`src/rtl/mem_access_stage_if.sv`:
```
// rtl/mem_access_stage_if.sv - req/ack memory bus between the MEM stage and image/data memory
interface mem_access_stage_if #(
    parameter int ADDR_W = 16
);
    logic              mem_req;
    logic              mem_we;
    logic [3:0]        mem_be;
    logic [ADDR_W-1:0] mem_addr;
    logic [31:0]       mem_wdata;
    logic [31:0]       mem_rdata;
    logic              mem_ack;

    modport master (
        output mem_req, mem_we, mem_be, mem_addr, mem_wdata,
        input  mem_rdata, mem_ack
    );

    modport slave (
        input  mem_req, mem_we, mem_be, mem_addr, mem_wdata,
        output mem_rdata, mem_ack
    );
endinterface

```
`src/rtl/mem_access_stage.sv`:
```
// rtl/mem_access_stage.sv - MEM pipeline stage: word/byte load/store over req/ack, one result per instruction
// Optional access timeout with sticky error flag: define MEM_TIMEOUT_EN.
module mem_access_stage #(
    parameter int ADDR_W  = 16,
    parameter int TIMEOUT = 255
) (
    input  logic                clk,
    input  logic                rst_n,
    input  logic                valid_In,
    input  logic                MEM_RD_In,
    input  logic                MEM_WR_In,
    input  logic                BYTE_In,
    input  logic [31:0]         ALU_Result_In,
    input  logic [31:0]         St_Data_In,
    input  logic [3:0]          Rg_In,
    input  logic                WE_C_In,
    input  logic                WE_V_In,
    input  logic                SEL_C_In,
    input  logic                SEL_DAT_In,
    input  logic                SEL_STO_In,
    mem_access_stage_if.master  mem,
    output logic                stall_out,
    output logic [31:0]         Do_Out,
    output logic [7:0]          Dob_Out,
    output logic [31:0]         ALU_Result_Out,
    output logic [3:0]          Rg_Out,
    output logic                WE_C_Out,
    output logic                WE_V_Out,
    output logic                SEL_C_Out,
    output logic                SEL_DAT_Out,
    output logic                SEL_STO_Out,
    output logic                mem_err
);
    typedef enum logic {S_IDLE, S_WAIT} state_t;

    state_t      state;
    logic        pend;
    logic [31:0] l_alu;
    logic [3:0]  l_rg;
    logic        l_we_c, l_we_v, l_sel_c, l_sel_dat, l_sel_sto;
    logic        l_load;
    logic [1:0]  l_lane;

    logic emit_now;
    logic accept;
    logic is_mem;

    assign stall_out = (state == S_WAIT) && !mem.mem_ack;
    // A held result (memory completion or a queued ALU op) leaves at this edge.
    assign emit_now  = ((state == S_IDLE) && pend) || ((state == S_WAIT) && mem.mem_ack);
    assign accept    = valid_In && ((state == S_IDLE) || mem.mem_ack);
    assign is_mem    = MEM_RD_In || MEM_WR_In;

`ifdef MEM_TIMEOUT_EN
    localparam int CNT_W = (TIMEOUT < 2) ? 1 : $clog2(TIMEOUT + 1);
    logic [CNT_W-1:0] cnt;
`else
    assign mem_err = 1'b0;
`endif

    always_ff @(posedge clk or negedge rst_n) begin
        if (!rst_n) begin
            state          <= S_IDLE;
            pend           <= 1'b0;
            l_alu          <= '0;
            l_rg           <= '0;
            l_we_c         <= 1'b0;
            l_we_v         <= 1'b0;
            l_sel_c        <= 1'b0;
            l_sel_dat      <= 1'b0;
            l_sel_sto      <= 1'b0;
            l_load         <= 1'b0;
            l_lane         <= '0;
            mem.mem_req    <= 1'b0;
            mem.mem_we     <= 1'b0;
            mem.mem_be     <= '0;
            mem.mem_addr   <= '0;
            mem.mem_wdata  <= '0;
            Do_Out         <= '0;
            Dob_Out        <= '0;
            ALU_Result_Out <= '0;
            Rg_Out         <= '0;
            WE_C_Out       <= 1'b0;
            WE_V_Out       <= 1'b0;
            SEL_C_Out      <= 1'b0;
            SEL_DAT_Out    <= 1'b0;
            SEL_STO_Out    <= 1'b0;
`ifdef MEM_TIMEOUT_EN
            cnt            <= '0;
            mem_err        <= 1'b0;
`endif
        end else begin
            WE_C_Out <= 1'b0;
            WE_V_Out <= 1'b0;

            if (emit_now) begin
                ALU_Result_Out <= l_alu;
                Rg_Out         <= l_rg;
                WE_C_Out       <= l_we_c;
                WE_V_Out       <= l_we_v;
                SEL_C_Out      <= l_sel_c;
                SEL_DAT_Out    <= l_sel_dat;
                SEL_STO_Out    <= l_sel_sto;
                if ((state == S_WAIT) && l_load) begin
                    Do_Out  <= mem.mem_rdata;
                    Dob_Out <= mem.mem_rdata[{l_lane, 3'b000} +: 8];
                end else begin
                    Do_Out  <= '0;
                    Dob_Out <= '0;
                end
            end

            if (state == S_IDLE) begin
                pend <= 1'b0;
            end
            if ((state == S_WAIT) && mem.mem_ack) begin
                mem.mem_req <= 1'b0;
                state       <= S_IDLE;
            end

`ifdef MEM_TIMEOUT_EN
            if ((state == S_WAIT) && !mem.mem_ack) begin
                if (cnt == CNT_W'(TIMEOUT - 1)) begin
                    mem.mem_req    <= 1'b0;
                    mem_err        <= 1'b1;
                    state          <= S_IDLE;
                    ALU_Result_Out <= l_alu;
                    Rg_Out         <= l_rg;
                    SEL_C_Out      <= l_sel_c;
                    SEL_DAT_Out    <= l_sel_dat;
                    SEL_STO_Out    <= l_sel_sto;
                    Do_Out         <= '0;
                    Dob_Out        <= '0;
                end else begin
                    cnt <= cnt + 1'b1;
                end
            end
`endif

            if (accept && (is_mem || emit_now)) begin
                l_alu     <= ALU_Result_In;
                l_rg      <= Rg_In;
                l_we_c    <= WE_C_In;
                l_we_v    <= WE_V_In;
                l_sel_c   <= SEL_C_In;
                l_sel_dat <= SEL_DAT_In;
                l_sel_sto <= SEL_STO_In;
                l_load    <= MEM_RD_In && !MEM_WR_In;
                l_lane    <= ALU_Result_In[1:0];
            end

            if (accept) begin
                if (is_mem) begin
                    state         <= S_WAIT;
                    pend          <= 1'b0;
                    mem.mem_req   <= 1'b1;
                    mem.mem_we    <= MEM_WR_In;
                    mem.mem_addr  <= ALU_Result_In[ADDR_W+1:2];
                    if (MEM_WR_In && BYTE_In) begin
                        mem.mem_be    <= 4'b0001 << ALU_Result_In[1:0];
                        mem.mem_wdata <= {4{St_Data_In[7:0]}};
                    end else begin
                        mem.mem_be    <= 4'hF;
                        mem.mem_wdata <= St_Data_In;
                    end
`ifdef MEM_TIMEOUT_EN
                    cnt <= '0;
`endif
                end else if (emit_now) begin
                    // Output registers are taken by the held result; queue this ALU op one cycle.
                    pend <= 1'b1;
                end else begin
                    ALU_Result_Out <= ALU_Result_In;
                    Rg_Out         <= Rg_In;
                    WE_C_Out       <= WE_C_In;
                    WE_V_Out       <= WE_V_In;
                    SEL_C_Out      <= SEL_C_In;
                    SEL_DAT_Out    <= SEL_DAT_In;
                    SEL_STO_Out    <= SEL_STO_In;
                    Do_Out         <= '0;
                    Dob_Out        <= '0;
                end
            end
        end
    end
endmodule

```
`src/flat_wrapper.sv`:
```
// flat-port wrapper written by rule: the top's interface ports become plain ports
module mem_access_stage_flat 
#(
    parameter int ADDR_W  = 16,
    parameter int TIMEOUT = 255
)
  (clk, rst_n, valid_In, MEM_RD_In, MEM_WR_In, BYTE_In, ALU_Result_In, St_Data_In, Rg_In, WE_C_In, WE_V_In, SEL_C_In, SEL_DAT_In, SEL_STO_In, stall_out, Do_Out, Dob_Out, ALU_Result_Out, Rg_Out, WE_C_Out, WE_V_Out, SEL_C_Out, SEL_DAT_Out, SEL_STO_Out, mem_err, mem_mem_req, mem_mem_we, mem_mem_be, mem_mem_addr, mem_mem_wdata, mem_mem_rdata, mem_mem_ack);
  mem_access_stage_if #(.ADDR_W(ADDR_W)) mem_i ();
  input  logic clk;
  input  logic rst_n;
  input  logic valid_In;
  input  logic MEM_RD_In;
  input  logic MEM_WR_In;
  input  logic BYTE_In;
  input  logic [31:0] ALU_Result_In;
  input  logic [31:0] St_Data_In;
  input  logic [3:0] Rg_In;
  input  logic WE_C_In;
  input  logic WE_V_In;
  input  logic SEL_C_In;
  input  logic SEL_DAT_In;
  input  logic SEL_STO_In;
  output logic stall_out;
  output logic [31:0] Do_Out;
  output logic [7:0] Dob_Out;
  output logic [31:0] ALU_Result_Out;
  output logic [3:0] Rg_Out;
  output logic WE_C_Out;
  output logic WE_V_Out;
  output logic SEL_C_Out;
  output logic SEL_DAT_Out;
  output logic SEL_STO_Out;
  output logic mem_err;
  output wire logic [$bits(mem_i.mem_req)-1:0] mem_mem_req;
  output wire logic [$bits(mem_i.mem_we)-1:0] mem_mem_we;
  output wire logic [$bits(mem_i.mem_be)-1:0] mem_mem_be;
  output wire logic [$bits(mem_i.mem_addr)-1:0] mem_mem_addr;
  output wire logic [$bits(mem_i.mem_wdata)-1:0] mem_mem_wdata;
  input wire logic [$bits(mem_i.mem_rdata)-1:0] mem_mem_rdata;
  input wire logic [$bits(mem_i.mem_ack)-1:0] mem_mem_ack;
  assign mem_mem_req = mem_i.mem_req;
  assign mem_mem_we = mem_i.mem_we;
  assign mem_mem_be = mem_i.mem_be;
  assign mem_mem_addr = mem_i.mem_addr;
  assign mem_mem_wdata = mem_i.mem_wdata;
  assign mem_i.mem_rdata = mem_mem_rdata;
  assign mem_i.mem_ack = mem_mem_ack;
  mem_access_stage #(.ADDR_W(ADDR_W), .TIMEOUT(TIMEOUT)) u_core (.clk(clk), .rst_n(rst_n), .valid_In(valid_In), .MEM_RD_In(MEM_RD_In), .MEM_WR_In(MEM_WR_In), .BYTE_In(BYTE_In), .ALU_Result_In(ALU_Result_In), .St_Data_In(St_Data_In), .Rg_In(Rg_In), .WE_C_In(WE_C_In), .WE_V_In(WE_V_In), .SEL_C_In(SEL_C_In), .SEL_DAT_In(SEL_DAT_In), .SEL_STO_In(SEL_STO_In), .mem(mem_i), .stall_out(stall_out), .Do_Out(Do_Out), .Dob_Out(Dob_Out), .ALU_Result_Out(ALU_Result_Out), .Rg_Out(Rg_Out), .WE_C_Out(WE_C_Out), .WE_V_Out(WE_V_Out), .SEL_C_Out(SEL_C_Out), .SEL_DAT_Out(SEL_DAT_Out), .SEL_STO_Out(SEL_STO_Out), .mem_err(mem_err));
endmodule
```
`config.mk`:
```
export PLATFORM = sky130hd
export DESIGN_NAME = mem_access_stage_flat
export DESIGN_NICKNAME = d
export VERILOG_FILES = /design/src/rtl/mem_access_stage_if.sv /design/src/rtl/mem_access_stage.sv /design/src/flat_wrapper.sv
export SDC_FILE = /design/constraint.sdc
export NUM_CORES = 1
export LEC_CHECK = 0
export CORE_UTILIZATION = 41
export DETAILED_ROUTE_END_ITERATION = 12
export DONT_BUFFER_PORTS = 1
export GPL_TIMING_DRIVEN = 0
export SLEW_MARGIN = 20
export SYNTH_ARGS = -nofsm -noshare
export SYNTH_HDL_FRONTEND = slang
export SYNTH_SLANG_ARGS = --single-unit
export TNS_END_PERCENT = 50
```
`constraint.sdc`:
```
create_clock -name clk -period 2.9 [get_ports clk]
set_clock_uncertainty 0.05 [all_clocks]
set_input_delay 0.58 -clock clk [delete_from_list [all_inputs] [get_ports clk]]
set_output_delay 0.58 -clock clk [all_outputs]
set_load 0.05 [all_outputs]
```
# Word-level counts from Yosys, hierarchy flattened
# Index checks and enable logic that the tools add are counted.
[totals] register_bits=181 input_bits=112 output_inout_bits=137 word_cells=93
[classes] shifts=2 muxes=50 bitwise_logic=1 n_reduce_logical=15
[op_table] cell="$mux W32" n=10
[op_table] cell="$mux W8" n=5
[op_table] cell="$shiftx A32 B6 Y8" n=1
[op_table] cell="$mux W1" n=30
[op_table] cell="$mux W4" n=5
[op_table] cell="$logic_and A1 B1 Y1" n=8
[op_table] cell="$logic_or A1 B1 Y1" n=4
[op_table] cell="$shl A1 B2 Y4 const A" n=1
[op_table] cell="$logic_not A1 Y1" n=2
[op_table] cell="$reduce_and A2 Y1" n=1
[op_table] cell="$not A1 Y1" n=1

# Depth between registers and ports, before layout
[depth] ltp_word=7 ltp_mapped=7 depth_no_buf=4

# Worst setup path before layout
# OpenSTA, ideal clock, no wires.
[synth_timing] kind="input-to-output" startpoint="input port mem_mem_ack" endpoint="output port stall_out" arrival_ps=1403 required_ps=2270 setup_slack_ps=867 cell_stages=3 n_path_buf=1 cell_sequence="nand2b_1 -> inv_1 -> clkbuf_1"
[synth_via] elab_chain_cells=2
[synth_rtl] item="start, declared" line_no="flat_wrapper.sv:40" source="input wire logic [$bits(mem_i.mem_ack)-1:0] mem_mem_ack;"
[synth_rtl] item="$logic_not A1 Y1" line_no="mem_access_stage.sv:48" source="assign stall_out = (state == S_WAIT) && !mem.mem_ack;"
[synth_rtl] item="$logic_and A1 B1 Y1" line_no="mem_access_stage.sv:48"
[synth_rtl] item="end, declared" line_no="flat_wrapper.sv:23" source="output logic stall_out;"
# Every way passes these cells.

# Worst setup path in the final report
[layout_timing] startpoint="register u_core.state" endpoint="output port stall_out"
[layout_via] elab_chain_cells=1
[layout_rtl] item="start, declared" line_no="mem_access_stage.sv:36" source="state_t state;"
[layout_rtl] item="start signal, assigned" line_no="mem_access_stage.sv:63" source="state <= S_IDLE;"
[layout_rtl] item="start signal, assigned" line_no="mem_access_stage.sv:118" source="state <= S_IDLE;"
[layout_rtl] item="start signal, assigned" line_no="mem_access_stage.sv:154" source="state <= S_WAIT;"
[layout_rtl] item="$logic_and A1 B1 Y1" line_no="mem_access_stage.sv:48"
# Every way passes these cells.

==> impl_metrics.tcl <==
set metrics [dict create \
    status "complete, but fails checks" \
    violations "negative hold slack" \
    dieArea_um2 19500 \
    crit_path_start "u_core.state$_DFF_PN0_" \
    die-height_um 140 \
    grtUsageMet1_pct 27.4 \
    final_common_cell "dfrtp_1" \
    instances_no_fill 879 \
    post-route-period-util_pct 85.4 \
    ys_warn_count 0 \
    startpoint_type "flip-flop" \
    setup_tns_ps 0 \
    r2r-start "u_core.state$_DFF_PN0_" \
    die_w_um 140 \
    dp_cells 848 \
    gr-total-overflow 0 \
    cp_max_fo 10 \
    met3_usage_pct 6.85 \
    cts_root_buf "clkbuf_16" \
    ios 249 \
    postSynth.asyncResetShare_pct 100 \
    total_power_mw 7.75 \
    grt_max_degree 180 \
    p_switching_mw 3.10 \
    grt.met2_usage_pct 34.5 \
    setup.worst_path.end_class "output port" \
    crit_required_ps 2270 \
    ir_worst_vdd_v 0.000379 \
    antenna_found_initial 0 \
    max_slew_margin_pct 35.3 \
    swShare_pct 40.1 \
    p_per_area_nw_per_um2 901 \
    start_util_pct 42.4 \
    cap_violations 0 \
    report.final.slew_viol_count 0 \
    numCtsBuffers 17 \
    syn_inst 619 \
    grt_pass1_wl_um 31900 \
    synth_edf_count 0 \
    min_path_type "in2async" \
    area_growth_pct 10.9 \
    layout-drive-gt1-share_pct 19.5 \
    drc 0 \
    synth_cell_type_count 36 \
    h-tree-depth 4 \
    pwr-share-clk_pct 28.6 \
    grt_pass1_vias 5444 \
    first_iter_violations 332 \
    coreArea_um2 18300 \
    synth_nets 731 \
    fmax_ghz 0.404 \
    rrSetupSlack_ps 880 \
    critPathKind "reg2out" \
    rsz0062_at_grt "false" \
    dr.pass1.iters 5 \
    vias 5161 \
    syn_area_per_cell_um2 12.5 \
    layout_common_cells "dfrtp_1 (179), o21ai_0 (44), nand3_1 (40), a22o_1 (40)" \
    clk_pin_slew_ps 70 \
    numClockSinks 179 \
    wl_per_cell_um 23.1 \
    p_leak_nw 3.92 \
    place_hpwl_um 14100 \
    clk_latency_ps 420 \
    max_slew.worst_pin.slew_ps 971 \
    worstRegToRegCells 6 \
    setup_viol 0 \
    grt_busiest_layer "met2" \
    intPower_mw 4.64 \
    fp-row-count 49 \
    hold_violations 179 \
    p_comb_share_pct 12.8 \
    routed_wl_um 20300 \
    cts_tree "done" \
    port_buffers 0 \
    avgViaCountPerCell 5.87 \
    diodes 0 \
    synth_seq_cells 179 \
    ant_nets 0 \
    synth_seq_area_share_pct 57.8 \
    fin_crit_ps 2480 \
    synthesis.area_um2 7750 \
    clock_path_buffers 2 \
    nets 750 \
    timing.rr.end "u_core.Rg_Out[1]$_DFF_PN0_" \
    gp_congestion 0.831 \
    arrival_ps 1850 \
    pwr-share-seq_pct 58.7 \
    synth-main-ff-cell "dfrtp_1" \
    grtUsageTotal_pct 21.5 \
    holdWs_ps -211 \
]
[stage by stage]
stage          setup WS, ps  area, um^2  util [%]
2_1_floorplan           867        7750         -
3_3_place_gp            682        8040      44.0
3_5_place_dp            669        8040      44.0
4_1_cts                 402        8600      47.0
5_1_grt                 345        8600      47.0
6_report                422        8600      47.0
[critical path, cell delays in order, from the launching register on]
cell and delay (ps):
dfrtp_1 340, buf_6 130, nand2b_1 70, inv_1 140, clkbuf_1 750
[flip-flops by register name, indices dropped and copies added (netlist names), 4 cells and up]
name	cells
u_core.ALU_Result_Out	32
u_core.Do_Out	32
u_core.l_alu	32
u_core.mem.mem_wdata	32
u_core.mem.mem_addr	16
u_core.Dob_Out	8
u_core.Rg_Out	4
u_core.l_rg	4
u_core.mem.mem_be	4
[power by group through the flow]
| stage | registers (mW) | logic [mW] | clock network [mW] |
|---|---|---|---|
| 2_1_floorplan | 4.46 | 0.815 | 0 |
| 3_3_place_gp | 4.59 | 0.955 | 0 |
| 3_5_place_dp | 4.60 | 0.994 | 0 |
| 4_1_cts | 4.55 | 0.997 | 2.27 |
| 5_1_grt | 4.60 | 1.09 | 2.37 |
| 6_report | 4.54 | 0.990 | 2.21 |
[cell usage after synthesis (2+ instances only)]
| cell | number | area [um^2] |
|---|---|---|
| nand3_1 | 40 | 200 |
| a31oi_1 | 39 | 244 |
| nor2_1 | 39 | 146 |
| mux4_2 | 8 | 180 |
| buf_12 | 4 | 80.1 |
| a32o_1 | 2 | 20.0 |
| o21ai_0 | 44 | 220 |
| buf_6 | 4 | 45.0 |
| a22o_1 | 40 | 350 |
| buf_2 | 7 | 35.0 |
| a21oi_1 | 24 | 120 |
| inv_1 | 29 | 109 |
| o22ai_1 | 2 | 12.5 |
| dfrtp_1 | 179 | 4480 |
| mux2_4 | 39 | 586 |
| mux2_1 | 5 | 56.3 |
| nand2_1 | 8 | 30.0 |
| buf_4 | 3 | 22.5 |
| mux2i_1 | 24 | 240 |
| mux2_2 | 25 | 282 |
| clkbuf_1 | 31 | 116 |
| and3_1 | 9 | 56.3 |
[timing repair]
action                                 4_1_cts  5_1_grt
resized for setup                            0        0
buffers inserted                             0        0
endpoints found under the hold margin      179      179
[worst max-delay path by stage]
stage           endpoint  slack [ps]
2_1_floorplan  stall_out         870
3_3_place_gp   stall_out         680
3_5_place_dp   stall_out         670
4_1_cts        stall_out         400
5_1_grt        stall_out         340
6_report       stall_out         420
[kinds of logic (layout without fill, tap and decap cells)]
group	Yosys count	count (layout)	synth area share [%]
compound gates	155	155	12.9
buf+inv	80	111	5.37
flops	179	179	57.8
mux	102	102	17.5
other cells	1	1	0.0484
simple gates	102	102	6.39
[cell type report]
cell class / instances / area [um^2]
clock buffer: 18 / 429
clock inverter: 13 / 126
inverter: 29 / 109
sequential: 179 / 4480
multi-input combinational: 360 / 2860
fill: 1646 / 9670
buffer: 51 / 308
tap: 229 / 287
[layer usage]
layer,vias up,part of all wire (%)
met1,2644,42
met2,224,49
met5,-,0
met4,0,2.0
li1,2264,-
met3,29,7.4
Power figures use the tool's default switching activity.
